**src/rtl/ifb_pkg.sv**
```systemverilog
// Shared types and constants for the instruction fetch buffer.
package ifb_pkg;
  localparam int IFB_INST_WIDTH = 32;
  localparam int IFB_ADDR_WIDTH = 32;

  localparam logic [IFB_INST_WIDTH-1:0] NOP_INST = 32'h0000_0000;

  typedef struct packed {
    logic [IFB_ADDR_WIDTH-1:0] addr;
    logic [IFB_INST_WIDTH-1:0] inst;
  } ifb_entry_t;

  function automatic logic is_aligned(input logic [1:0] lsb);
    return lsb == 2'b00;
  endfunction
endpackage

```
**src/rtl/ifb_fifo.sv**
```systemverilog
// DEPTH-entry synchronous FIFO of address/instruction pairs with clear.
module ifb_fifo import ifb_pkg::*; #(
  parameter int DEPTH = 4
) (
  input  logic                     clk,
  input  logic                     rst,
  input  logic                     i_clear,
  input  logic                     i_push,
  input  ifb_entry_t               i_push_data,
  input  logic                     i_pop,
  output logic [$clog2(DEPTH):0]   o_count,
  output ifb_entry_t               o_head
);
  localparam int PW = $clog2(DEPTH);
  localparam int CW = PW + 1;

  ifb_entry_t    r_mem [DEPTH];
  logic [PW-1:0] r_rd_ptr;
  logic [PW-1:0] r_wr_ptr;
  logic [CW-1:0] r_count;
  logic          w_do_pop;
  logic          w_do_push;

  // A push into a full FIFO is only taken when the head leaves in the same cycle.
  assign w_do_pop  = i_pop & (r_count != '0);
  assign w_do_push = i_push & ((r_count != CW'(DEPTH)) | w_do_pop);

  always_ff @(posedge clk) begin
    if (!rst || i_clear) begin
      r_rd_ptr <= '0;
      r_wr_ptr <= '0;
      r_count  <= '0;
    end else begin
      if (w_do_push) r_wr_ptr <= r_wr_ptr + PW'(1);
      if (w_do_pop)  r_rd_ptr <= r_rd_ptr + PW'(1);
      r_count <= r_count + CW'(w_do_push) - CW'(w_do_pop);
    end
  end

  always_ff @(posedge clk) begin
    if (w_do_push) r_mem[r_wr_ptr] <= i_push_data;
  end

  assign o_count = r_count;
  assign o_head  = r_mem[r_rd_ptr];
endmodule

```
**src/rtl/inst_fetch_buf.sv**
```systemverilog
// Instruction fetch buffer between PC and decode: credit-limited reads, FIFO of responses.
// Optional IFB_BYPASS_EN forwards a response straight to decode when the FIFO is empty.
module inst_fetch_buf import ifb_pkg::*; #(
  parameter int INST_WIDTH = IFB_INST_WIDTH,
  parameter int ADDR_WIDTH = IFB_ADDR_WIDTH,
  parameter int DEPTH      = 4
) (
  input  logic                  clk,
  input  logic                  rst,
  input  logic                  req_valid,
  output logic                  req_ready,
  input  logic [ADDR_WIDTH-1:0] req_addr,
  output logic                  mem_rd_en,
  output logic [ADDR_WIDTH-1:0] mem_addr,
  input  logic [INST_WIDTH-1:0] mem_rdata,
  output logic                  out_valid,
  input  logic                  out_ready,
  output logic [INST_WIDTH-1:0] out_inst,
  output logic [ADDR_WIDTH-1:0] out_addr,
  input  logic                  flush,
  output logic                  misalign_err
);
  localparam int CW = $clog2(DEPTH) + 1;

  logic                  r_inflight;
  logic [ADDR_WIDTH-1:0] r_inflight_addr;
  logic                  r_misalign;

  logic [CW-1:0] w_count;
  logic [CW:0]   w_credits;
  ifb_entry_t    w_head;
  ifb_entry_t    w_push_entry;
  logic          w_aligned;
  logic          w_accept;
  logic          w_nonempty;
  logic          w_bypass;
  logic          w_push;
  logic          w_pop;

  // Credits count buffered plus in-flight entries, so a push can never overflow.
  assign w_credits = {1'b0, w_count} + {{CW{1'b0}}, r_inflight};
  assign req_ready = rst & ~flush & (w_credits < (CW+1)'(DEPTH));

  assign w_aligned = is_aligned(req_addr[1:0]);
  assign w_accept  = req_valid & req_ready;
  assign mem_rd_en = w_accept & w_aligned;
  assign mem_addr  = req_addr;

  assign w_nonempty = (w_count != '0);
`ifdef IFB_BYPASS_EN
  assign w_bypass = rst & ~flush & r_inflight & ~w_nonempty;
`else
  assign w_bypass = 1'b0;
`endif

  assign out_valid = rst & (w_nonempty | w_bypass);
  assign w_pop     = out_valid & out_ready & ~flush & w_nonempty;
  assign w_push    = r_inflight & ~flush & ~(w_bypass & out_ready);

  assign w_push_entry.addr = r_inflight_addr;
  assign w_push_entry.inst = mem_rdata;

  always_comb begin
    out_inst = INST_WIDTH'(NOP_INST);
    out_addr = '0;
    if (w_bypass) begin
      out_inst = mem_rdata;
      out_addr = r_inflight_addr;
    end else if (out_valid) begin
      out_inst = w_head.inst;
      out_addr = w_head.addr;
    end
  end

  always_ff @(posedge clk) begin
    if (!rst || flush) begin
      r_inflight <= 1'b0;
      r_misalign <= 1'b0;
    end else begin
      r_inflight <= mem_rd_en;
      if (w_accept && !w_aligned) r_misalign <= 1'b1;
    end
  end

  always_ff @(posedge clk) begin
    if (mem_rd_en) r_inflight_addr <= req_addr;
  end

  assign misalign_err = r_misalign;

  ifb_fifo #(.DEPTH(DEPTH)) u_fifo (
    .clk         (clk),
    .rst         (rst),
    .i_clear     (flush),
    .i_push      (w_push),
    .i_push_data (w_push_entry),
    .i_pop       (w_pop),
    .o_count     (w_count),
    .o_head      (w_head)
  );
endmodule

```
**config.mk**
```make
export PLATFORM = sky130hd
export DESIGN_NAME = inst_fetch_buf
export DESIGN_NICKNAME = d
export VERILOG_FILES = /design/src/rtl/ifb_pkg.sv /design/src/rtl/ifb_fifo.sv /design/src/rtl/inst_fetch_buf.sv
export SDC_FILE = /design/constraint.sdc
export NUM_CORES = 1
export LEC_CHECK = 0
export ABC_AREA = 1
export CORE_ASPECT_RATIO = 1.75
export CORE_MARGIN = 4
export CORE_UTILIZATION = 55
export DETAILED_ROUTE_END_ITERATION = 7
export GPL_TIMING_DRIVEN = 0
export PLACE_DENSITY = 0.9
export RECOVER_POWER = 100
export SLEW_MARGIN = 20
export SYNTH_ARGS = -nofsm -noshare
export SYNTH_HDL_FRONTEND = slang
export SYNTH_SLANG_ARGS = --single-unit
```
**constraint.sdc**
```tcl
create_clock -name clk -period 13.8 [get_ports clk]
set_input_delay 4.14 -clock clk [delete_from_list [all_inputs] [get_ports clk]]
set_output_delay 4.14 -clock clk [all_outputs]
set_load 0.01 [all_outputs]
```
# Yosys cells after proc, flatten, opt, wreduce, memory -nomap -nowiden
# Memories as Yosys holds them, arrays and structs flattened. A register that Yosys moved wholly into a read port is not among the register bits.
# Index checks and enable logic that the tools add are counted.
[op_classes] addsub=5 magnitude_cmp=1 eq_ne=1 n_mux=6 n_bitwise=13 n_reduce_logical=6
[op_table] cell="32-bit two-way mux" count=2
[op_table] cell="1-bit bitwise AND" count=11
[op_table] cell="2-bit by 1-bit adder with 2-bit output, second input constant" count=2
[op_table] cell="3-bit by 1-bit adder with 4-bit output" count=1
[op_table] cell="4-bit by 3-bit less-than comparator with 1-bit output, second input constant" count=1
[op_table] cell="2-bit two-way mux" count=2
[op_table] cell="3-bit by 1-bit adder with 3-bit output" count=1
[op_table] cell="3-bit != test, second input constant" count=1
[op_table] cell="3-bit nonzero test" count=1
[op_table] cell="3-bit by 1-bit subtractor with 3-bit output" count=1
[op_table] cell="1-bit zero test" count=2
[op_table] cell="2-bit zero test" count=1
[op_table] cell="1-bit two-way mux" count=2
[op_table] cell="1-bit logical AND" count=1
[op_table] cell="1-bit logical OR" count=1
[op_table] cell="1-bit inverter" count=1
[op_table] cell="1-bit bitwise OR" count=1
[totals] regBits=41 ram_bits=256 inputBits=69 output_inout_bits=100 word_cells=39 memories=1
[memory_table] memory="u_fifo.r_mem" depth=4 word_bits=64 read_ports=1 rd_ports_with_merged_regs=1 wr=1 line="ifb_fifo.sv:17" rtl="ifb_entry_t r_mem [DEPTH];"

# Logic depth before layout (Yosys ltp)
# Gate-level depths: netlist (run 1).
[depth] ltp_word=10 mapped_depth=11 mapped_depth_nobuf=11

# Cells and area by module
# A second synthesis (run 1) with hierarchy kept.
[unflattened] cells_unflattened=913 area_unflattened_um2=11880.1
[by_module_without_submodules] mod="ifb_fifo" instances=1 cells_per_inst=691 area_per_inst_um2=9997.1 seq_area_each_um2=7867.5
[by_module_without_submodules] mod="inst_fetch_buf" instances=1 cells_per_inst=222 area_per_inst_um2=1883.1 seq_area_each_um2=1001.0

# Least setup slack after synthesis (run 1)
# Ideal clock, no wire load.
[synth_path] path_type="input-to-output" from="input port rst" to="output port mem_rd_en" arrival_time_ps=6207 required_time_ps=9660 setup_slack_ps=3453 path_stages=6 n_path_buf=0 cell_sequence="inv_1 -> nor2_4 -> nand2_1 -> nor2_1 -> nand2_1 -> nor2_1"
[synth_via] elab_chain_cells=4
[synth_lines] element="from (decl)" line="inst_fetch_buf.sv:9" rtl="input logic rst,"
[synth_lines] element="1-bit bitwise AND (2 in series)" line="inst_fetch_buf.sv:42" rtl="assign req_ready = rst & ~flush & (w_credits < (CW+1)'(DEPTH));"
[synth_lines] element="via req_ready" line="inst_fetch_buf.sv:11" rtl="output logic req_ready,"
[synth_lines] element="1-bit bitwise AND" line="inst_fetch_buf.sv:45" rtl="assign w_accept = req_valid & req_ready;"
[synth_lines] element="1-bit bitwise AND" line="inst_fetch_buf.sv:46" rtl="assign mem_rd_en = w_accept & w_aligned;"
[synth_lines] element="to (decl)" line="inst_fetch_buf.sv:13" rtl="output logic mem_rd_en,"
# The timed path passes the listed nets, and every way through them passes these cells.

# Worst setup path after layout (run 1)
[layout_path] from="input port rst" to="output port mem_rd_en"
[layout_via] elab_chain_cells=4
[layout_lines] element="1-bit bitwise AND (2 in series)" line="inst_fetch_buf.sv:42"
[layout_lines] element="1-bit bitwise AND" line="inst_fetch_buf.sv:45"
[layout_lines] element="1-bit bitwise AND" line="inst_fetch_buf.sv:46"
# Every way passes these cells.

==> impl_metrics.ini, run 1 <==
[outcome]
outcome = complete, but fails checks
failed_checks = max-capacitance violations, max-slew violations

[yosys]
synthXorXnorAreaFrac_pct = 0.149
synth-seq-area-share_pct = 75.3
ys_types = 25
synth-adder-area-share_pct = 0.914
yosysTopAreaCell = sky130_fd_sc_hd__edfxtp_1
post_synth_and_or_nand_nor_area_fraction_pct = 9.49
syn_avg_cell_area_um2 = 13.1
synth.area.top_cells = sky130_fd_sc_hd__edfxtp_1, sky130_fd_sc_hd__nor2_1, sky130_fd_sc_hd__o21ai_0
netlist_area_mm2 = 0.0118
synth.top_cell.area_share_pct = 73.5
synth_compound_gate_area_share_pct = 8.56
largest_family_of_logic_cells_by_synthesized_area = simple AND/OR/NAND/NOR gates
synthesis.instances = 899
yosys-mux-area-fraction_pct = 0
ys_seq_elements = 299
yosys_warnings = 0
synthesis.nets = 976

[sta]
layout_skew_ps = 9.20
tns_ps = 0
post-route-period-util_pct = 85.1
slew_hr_pct = -12.0
slew_violations = 68
hold_viol = 0
grt_setup_unrepaired = no
transition_time_of_the_tightest_slew_check_pin_ps = 1670
final-setup-viol-count = 0
post-route-min-period_ps = 11740
max_clock_freq_ghz = 0.0852

[grt]
globalRouteOverflowTotal = 0
grt_usage_pct = 21.8
grt_pass1_vias = 8092
grt_first_pass_wirelength_um = 41300
grt_antenna_before_repair = 1
grt_start_max_net_pins = 25

[worst_setup_path]
critPathKind = in2out
crit_path_frequent_cell = sky130_fd_sc_hd__nor2_1
cpMaxStageDelayCell = sky130_fd_sc_hd__nor2_1
worst_setup_path_end_kind = output pin
worst_setup_path_start_kind = primary input
worst_path_max_stage_delay_ps = 1250
cp_data_required_time_ps = 9660
crit_path_cell_trace = dlygate4sd3_1, inv_1, nor2_1, nand2_1, nor2_1, nand2_1, nor2_1, buf_16, dlygate4sd3_1
worstPathMaxFanout = 19
critical_path_arrival_ps = 7600

[clock_network]
post-cts-setup-buffer-count = 0
clockBufferDepth = 3
root_buffer = sky130_fd_sc_hd__clkbuf_16
postCtsResizedCells = 0
worst_setup_hold_path_clk_slew_ps = 70
cts_tree = done
cts_htree_levels = 1
cts_hold_buffers = 0
cts.sinks = 299
clock_latency_ps = 520
cts_made_buffers = 25

[floorplan]
fp.dieArea_mm2 = 0.0239
initial_utilization_pct = 56.0
io_pins = 169
num_rows = 70
dieWidth_um = 119
fp.coreArea_mm2 = 0.0210
floorplan.die.height_um = 202

[cells_and_area]
fillers = 1350
fin_nets = 1184
area_delta_synth_final_pct = 24.2
n_antenna_cell = 0
post-route-cell-area_mm2 = 0.0146
layout-drive-gt1-share_pct = 9.06

[power_and_ir_drop]
share_seq_of_total_power_pct = 56.6
report.power.total_mw = 1.75
p_int_mw = 1.43
irDropWorstVdd_mv = 0.123
pwr-share-comb_pct = 2.7
power.share.switching_pct = 18.6
share_clk_of_total_power_pct = 40.8
p_sw_uw = 326
power.leakage_nw = 5.26
cellPowerDensity_mw_per_mm2 = 120

[route]
first_iter_violations = 568
post_detailed_route_via_to_cell_ratio = 5.63
wl_per_cell_um = 19.5
wl_um = 26800
final_antenna_net_count = 0
drt-pass1-iter-count = 5
vias_after_detailed_routing = 7758
drc_errors = 0

[place]
io_buffers = 168
gp_congestion = 0.816
detailed_place.area_mm2 = 0.0141
dp.final_hpwl_um = 18200

[hold_path]
min-delay-path-class = reg2reg

[flow_run]
maxCapViolCount = 3
routing by layer:
layer | track usage (%) | vias to the layer above | part of all wire, %
li1 | - | 3558 | -
met3 | 3.23 | 83 | 6.1
met2 | 41.3 | 358 | 55
met1 | 23.3 | 3757 | 35
met5 | 0 | - | 0.030
met4 | 10.4 | 2 | 4.1
stage by stage:
step	setup slack, ps	utilization, %	hold slack, ps	instances
floorplan	3450	-	454	899
global placement	1320	65.5	443	1319
detailed placement	3100	67.2	449	1332
CTS	3090	71.1	459	1378
global route	1780	69.5	500	1378
finish	2060	69.5	452	1378
final cells by class:
type / instances / area [um^2] / share of cell area (%)
plain buffers: 80 / 536 / 3.66
clock buffers: 28 / 637 / 4.36
clock inverters: 18 / 200 / 1.37
inverters: 20 / 75.1 / 0.514
multi-input cells: 500 / 2230 / 15.2
flip-flops and latches: 299 / 8870 / 60.7
well taps: 252 / 315 / 2.16
repair buffers: 181 / 1750 / 12.0
state kept, by name, indices dropped and copies added, names as in the netlist, named ones only:
signal and cells:
r_inflight_addr 32, r_inflight 1, u_fifo.o_count 3, u_fifo.r_wr_ptr 2, u_fifo.r_mem 256, u_fifo.r_rd_ptr 2, misalign_err 1
path summary, 6_finish.rpt:
path,startpoint,endpoint,slack [ps],cells past startpoint
min reg2reg,misalign_err$_SDFFE_PP0P_,misalign_err$_SDFFE_PP0P_,450,2
max reg2reg,u_fifo.o_count[1]$_SDFF_PP0_,u_fifo.r_mem[3][7]$_DFFE_PP_,9070,7
max,rst,mem_rd_en,2060,9
min,misalign_err$_SDFFE_PP0P_,misalign_err$_SDFFE_PP0P_,450,2
synth_stat cells, drive strengths merged:
master and n:
inv 20, buf 68, edfxtp 288, nand3 4
fa 1, o21ai 130, nand4 1, a21oi 69
xnor2 1, nand2 12, clkbuf 12, dfxtp 11
xor2 1, nor2 273, ha 7, or2 1
cell usage in the layout, fill, tap and decap left out, types with 2 or more instances in the layout:
cell / count
sky130_fd_sc_hd__ha_1: 7
sky130_fd_sc_hd__o21ai_1: 8
sky130_fd_sc_hd__a21oi_1: 69
sky130_fd_sc_hd__buf_6: 12
sky130_fd_sc_hd__nand3_1: 4
sky130_fd_sc_hd__inv_2: 2
sky130_fd_sc_hd__clkinv_1: 3
sky130_fd_sc_hd__o21ai_0: 122
sky130_fd_sc_hd__inv_1: 18
sky130_fd_sc_hd__clkinv_4: 2
sky130_fd_sc_hd__dlygate4sd3_1: 159
sky130_fd_sc_hd__dfxtp_1: 11
sky130_fd_sc_hd__bufinv_16: 4
sky130_fd_sc_hd__clkinv_2: 7
sky130_fd_sc_hd__nor2_1: 272
sky130_fd_sc_hd__buf_4: 36
sky130_fd_sc_hd__buf_2: 8
sky130_fd_sc_hd__clkbuf_16: 25
sky130_fd_sc_hd__edfxtp_1: 288
sky130_fd_sc_hd__nand2_1: 11
sky130_fd_sc_hd__buf_1: 6
sky130_fd_sc_hd__clkdlybuf4s50_1: 9
sky130_fd_sc_hd__clkbuf_1: 33
logic make-up after synthesis:
| group | Yosys count |
|---|---|
| DFF | 299 |
| and+or+nand+nor | 291 |
| adders and majority gates | 8 |
| xor gates and xnor gates | 2 |
| buffers and inverters | 100 |
| AOI/OAI and AO/OA | 199 |
power by group through the flow:
stage / Combinational (mW) / Sequential, mW / Clock (mW)
finish: 0.0465 / 0.992 / 0.715
global route: 0.0496 / 0.992 / 0.759
CTS: 0.0542 / 0.992 / 0.723
detailed placement: 0.0537 / 1.01 / 0
global placement: 0.0507 / 1.01 / 0
floorplan: 0.0142 / 1.01 / 0
worst max-delay path, delay by kind of cell:
| family | cells | cell delay [ps] |
|---|---|---|
| simple gates | 5 | 1970 |
| buf+inv | 4 | 1470 |
No activity file was read; power rests on OpenSTA's default activity.
==> inputs of run 2 (changes only) <==
Settings changed: CORE_ASPECT_RATIO 1.75 to default.
==> impl_metrics.ini, run 2 (synthesis results as in run 1) <==
[place]
dpl_worst_slack_ps = 3330
io_buffers = 168
detailed_place.area_mm2 = 0.0141
dp.final_hpwl_um = 16700
gp_congestion = 0.780
post-place-cells = 1353

[sta]
slew_hr_pct = -54.0
post-route-min-period_ps = 11060
layout_skew_ps = 7.15
max_clock_freq_ghz = 0.0904
final.setup.worst_slack_ps = 2740
post-route-period-util_pct = 80.2
timing.hold.ws_ps = 449
hold_viol = 0
slew_violations = 70
final-setup-viol-count = 0
transition_time_of_the_tightest_slew_check_pin_ps = 2300
tns_ps = 0
grt_setup_unrepaired = no

[worst_setup_path]
setup.reg_to_reg.worst_slack_ps = 8670
worstReg2RegStart = u_fifo.o_count[1]$_SDFF_PP0_
cp_data_required_time_ps = 9660
critical_path_arrival_ps = 6920
worst_setup_path_start_kind = primary input
worstPathMaxFanout = 29
critical_path.reg2reg.endpoint = u_fifo.r_mem[0][48]$_DFFE_PP_
rr_worst_depth = 6
worst_setup_path_end_kind = output pin
critical_path.endpoint = mem_rd_en
crit_start = rst
critPathKind = in2out

[cells_and_area]
postLayoutCoreUtil_pct = 70.0
regMostFlops = u_fifo.r_mem
n_antenna_cell = 0
largest_register_ffs = 256
area_delta_synth_final_pct = 24.9
mostFrequentLayoutCells = sky130_fd_sc_hd__edfxtp_1, sky130_fd_sc_hd__nor2_1, sky130_fd_sc_hd__dlygate4sd3_1
layout-drive-gt1-share_pct = 9.02
leading_cell_type_in_the_layout_fill_and_taps_excluded = sky130_fd_sc_hd__edfxtp_1
instances_no_fill = 1406
fin_nets = 1186
post-route-cell-area_mm2 = 0.0147

[clock_network]
cts_htree_levels = 1
postCtsResizedCells = 0
root_buffer = sky130_fd_sc_hd__clkbuf_16
cts_tree = done
cts_hold_buffers = 0
cts_made_buffers = 29
worst_setup_hold_path_clk_slew_ps = 60
clock_latency_ps = 530
cts.sinks = 299
clockBufferDepth = 3
post-cts-setup-buffer-count = 0

[power_and_ir_drop]
cellPowerDensity_mw_per_mm2 = 122
report.power.total_mw = 1.79
irDropWorstVdd_mv = 0.106
power.leakage_nw = 5.28

[floorplan]
floorplan.die.height_um = 154
initial_utilization_pct = 56.0
fp.dieArea_mm2 = 0.0238
dieWidth_um = 154
io_pins = 169
fp.coreArea_mm2 = 0.0210
num_rows = 53

[hold_path]
min-delay-path-class = reg2reg

[route]
drc_errors = 0
final_antenna_net_count = 0
drt-pass1-iter-count = 5
wl_per_cell_um = 18.6
post_detailed_route_via_to_cell_ratio = 5.38
vias_after_detailed_routing = 7569
first_iter_violations = 531
wl_um = 26200

[grt]
grt_start_max_net_pins = 30
grt_usage_pct = 21.5
globalRouteOverflowTotal = 0
grt_pass1_vias = 7811
grt_first_pass_wirelength_um = 40600
grt_antenna_before_repair = 0

[outcome]
failed_checks = max-capacitance violations, max-slew violations
outcome = complete, but fails checks

[flow_run]
maxCapViolCount = 4
-- run 2: cell count changes in the layout (fill, tap and decap cells not counted), sizes merged --
cell	before	now
bufinv	4	3
clkbuf	58	63
inv	21	20
clkinvlp	1	3
-- run 2: worst min-delay path by stage --
stage	start	end	slack, ps	cells after the start
2_1_floorplan	u_fifo.r_rd_ptr[0]$_SDFFE_PP0P_	flip-flop	450	1
3_3_place_gp	misalign_err$_SDFFE_PP0P_	misalign_err$_SDFFE_PP0P_	440	2
3_5_place_dp	misalign_err$_SDFFE_PP0P_	misalign_err$_SDFFE_PP0P_	450	2
4_1_cts	misalign_err$_SDFFE_PP0P_	misalign_err$_SDFFE_PP0P_	460	2
5_1_grt	misalign_err$_SDFFE_PP0P_	misalign_err$_SDFFE_PP0P_	500	2
6_report	misalign_err$_SDFFE_PP0P_	misalign_err$_SDFFE_PP0P_	450	2
-- run 2: area by class of cell --
class	instances	area [um^2]
flip-flops and latches	299	8870
fillers	1388	6310
multi-input cells	500	2230
repair buffers	179	1740
clock buffers	35	748
plain buffers	80	536
well taps	275	344
clock inverters	18	168
inverters	20	75.1
-- run 2: critical path, stage by stage --
cell                            delay (ps)
sky130_fd_sc_hd__dlygate4sd3_1         560
sky130_fd_sc_hd__inv_1                  50
sky130_fd_sc_hd__nor2_1                340
sky130_fd_sc_hd__nand2_1               110
sky130_fd_sc_hd__nor2_1                180
sky130_fd_sc_hd__nand2_1                90
sky130_fd_sc_hd__nor2_1                510
sky130_fd_sc_hd__buf_12                280
sky130_fd_sc_hd__dlygate4sd3_1         640
-- run 2: report_power, final --
| part | switching, mW | leakage [nW] | internal [mW] |
|---|---|---|---|
| clock | 0.314 | 0.438 | 0.441 |
| combinational | 0.0188 | 2.17 | 0.0271 |
| sequential | 0.00139 | 2.68 | 0.991 |
-- run 2: per-layer routing --
metal  global-route usage (%)  wire length, um  part of all wire (%)  vias up
li1                         -                -                     -     3557
met2                     39.1            13800                    53      349
met1                     26.7             9900                    38     3616
met3                     3.95             2010                   7.7       47
met5                        0                0                     0        -
met4                     5.30              492                   1.9        0
==> inputs of run 3 (changes only) <==
Settings changed: CORE_UTILIZATION 55 to 54, PLACE_DENSITY 0.9 to 0.89.
Clock period 13.8 ns to 11.4 ns, I/O delays scaled along.
==> impl_metrics.ini, run 3 (synthesis results as in run 1) <==
[outcome]
outcome = complete, but fails checks
failed_checks = max-capacitance violations, max-slew violations

[floorplan]
dieWidth_um = 156
fp.coreArea_mm2 = 0.0212
floorplan.die.height_um = 156
initial_utilization_pct = 55.5
fp.dieArea_mm2 = 0.0242
io_pins = 169
num_rows = 53

[sta]
slew_hr_pct = -17.1
final-setup-viol-count = 0
post-route-period-util_pct = 87.4
max_clock_freq_ghz = 0.100
tns_ps = 0
transition_time_of_the_tightest_slew_check_pin_ps = 1750
slew_violations = 95
layout_skew_ps = 8.93
hold_viol = 0
final.setup.worst_slack_ps = 1430
grt_setup_unrepaired = no
post-route-min-period_ps = 9970

[hold_path]
min-delay-path-class = reg2reg
min-delay-start = misalign_err$_SDFFE_PP0P_
hold_path_end = misalign_err$_SDFFE_PP0P_
hold_path_depth = 2

[worst_setup_path]
cp_data_required_time_ps = 7980
critical_path.top_delay_family = simple AND/OR/NAND/NOR gates
crit_path_frequent_cell = sky130_fd_sc_hd__nor2_1
worstPathMaxFanout = 25
critPathBufInv = 4
worst_setup_path_start_kind = primary input
setup.reg_to_reg.worst_slack_ps = 6590
critPathKind = in2out
crit_path_cell_trace = dlygate4sd3_1, inv_1, nor2_1, nand2_1, nor2_1, nand2_1, nor2_1, buf_12, dlygate4sd3_1
critical_path.reg2reg.endpoint = u_fifo.r_mem[2][42]$_DFFE_PP_
rr_worst_depth = 7
worst_setup_path_end_kind = output pin
cpMaxStageDelayCell = sky130_fd_sc_hd__nor2_1
crit_start = rst
worstReg2RegStart = u_fifo.o_count[1]$_SDFF_PP0_
worst_path_max_stage_delay_ps = 870
critical_path_arrival_ps = 6550

[grt]
grt.met3_usage_pct = 3.80
grt_first_pass_wirelength_um = 41400
gr-usage-met2_pct = 39.8
grt_pass1_vias = 7778
grt_use_met1_pct = 27.5
globalRouteOverflowTotal = 0
grt_usage_pct = 21.7
grt_antenna_before_repair = 0
grt_start_max_net_pins = 26
grt-busiest-layer = met2

[clock_network]
cts_hold_buffers = 0
root_buffer = sky130_fd_sc_hd__clkbuf_16
clock_latency_ps = 530
postCtsResizedCells = 0
worst_setup_hold_path_clk_slew_ps = 60
clockBufferDepth = 3
post-cts-setup-buffer-count = 0
cts_tree = done
cts_htree_levels = 1
cts_made_buffers = 28
cts.sinks = 299

[cells_and_area]
area_delta_synth_final_pct = 24.8
fillers = 1405
mostFrequentLayoutCells = sky130_fd_sc_hd__edfxtp_1, sky130_fd_sc_hd__nor2_1, sky130_fd_sc_hd__dlygate4sd3_1
regMostFlops = u_fifo.r_mem
n_antenna_cell = 0
largest_register_ffs = 256
layout-drive-gt1-share_pct = 8.95
leading_cell_type_in_the_layout_fill_and_taps_excluded = sky130_fd_sc_hd__edfxtp_1
fin_nets = 1186

[route]
drc_errors = 0
drt-pass1-iter-count = 5
wl_per_cell_um = 18.9
first_iter_violations = 585
wl_um = 26500
final_antenna_net_count = 0
post_detailed_route_via_to_cell_ratio = 5.39
vias_after_detailed_routing = 7562

[power_and_ir_drop]
pwr-share-comb_pct = 2.6
share_clk_of_total_power_pct = 41.8
share_seq_of_total_power_pct = 55.6
irDropWorstVdd_mv = 0.111
power.share.switching_pct = 18.5
cellPowerDensity_mw_per_mm2 = 147
power.leakage_nw = 5.29
p_int_mw = 1.76
p_sw_uw = 400

[flow_run]
maxCapViolCount = 4

[place]
dp.final_hpwl_um = 17000
gp_congestion = 0.770
dpl_worst_slack_ps = 2280
io_buffers = 168
## run 3: cell type report
| class | instances | area, um^2 | share of cell area [%] |
|---|---|---|---|
| multi-input cells | 500 | 2230 | 15.2 |
| plain buffers | 80 | 536 | 3.65 |
| clock buffers | 33 | 741 | 5.04 |
| clock inverters | 17 | 151 | 1.03 |
| repair buffers | 180 | 1740 | 11.9 |
| flip-flops and latches | 299 | 8870 | 60.4 |
| well taps | 275 | 344 | 2.34 |
| inverters | 20 | 75.1 | 0.511 |
## run 3: metal layers
layer | vias to the layer above | wire (um)
li1 | 3567 | -
met1 | 3614 | 10100
met2 | 354 | 13900
met3 | 27 | 2180
met4 | 0 | 280
met5 | - | 0
## run 3: worst reg2reg max path, stage by stage (launching register included)
cell and delay (ps):
sky130_fd_sc_hd__dfxtp_1 470, sky130_fd_sc_hd__nor2_2 100, sky130_fd_sc_hd__nand3_1 90, sky130_fd_sc_hd__nand2_1 160, sky130_fd_sc_hd__nor2_1 260, sky130_fd_sc_hd__clkbuf_1 1170, sky130_fd_sc_hd__clkbuf_1 1090, sky130_fd_sc_hd__clkbuf_1 1080
## run 3: stage by stage
step	area [um^2]	total power, mW	hold slack (ps)	utilization, %	instances
after floorplan	11800	1.24	454	-	899
after global placement	13800	1.29	443	65.0	1342
after detailed placement	14100	1.29	458	66.5	1354
after CTS	15000	2.18	470	70.7	1404
after global routing	14700	2.23	505	69.2	1404
final	14700	2.16	459	69.2	1404
## run 3: power groups by stage
stage	Sequential [mW]	Combinational, mW	Clock [mW]
finish	1.20	0.0556	0.903
global route	1.20	0.0602	0.966
CTS	1.20	0.0648	0.917
detailed placement	1.23	0.0641	0
global placement	1.23	0.0608	0
floorplan	1.23	0.0171	0
## run 3: how the worst max path moves through the flow
stage | to | depth (start not counted)
2_1_floorplan | mem_rd_en | 6
5_1_grt | mem_rd_en | 9
3_5_place_dp | mem_rd_en | 9
4_1_cts | mem_rd_en | 9
6_report | mem_rd_en | 9
3_3_place_gp | mem_rd_en | 8
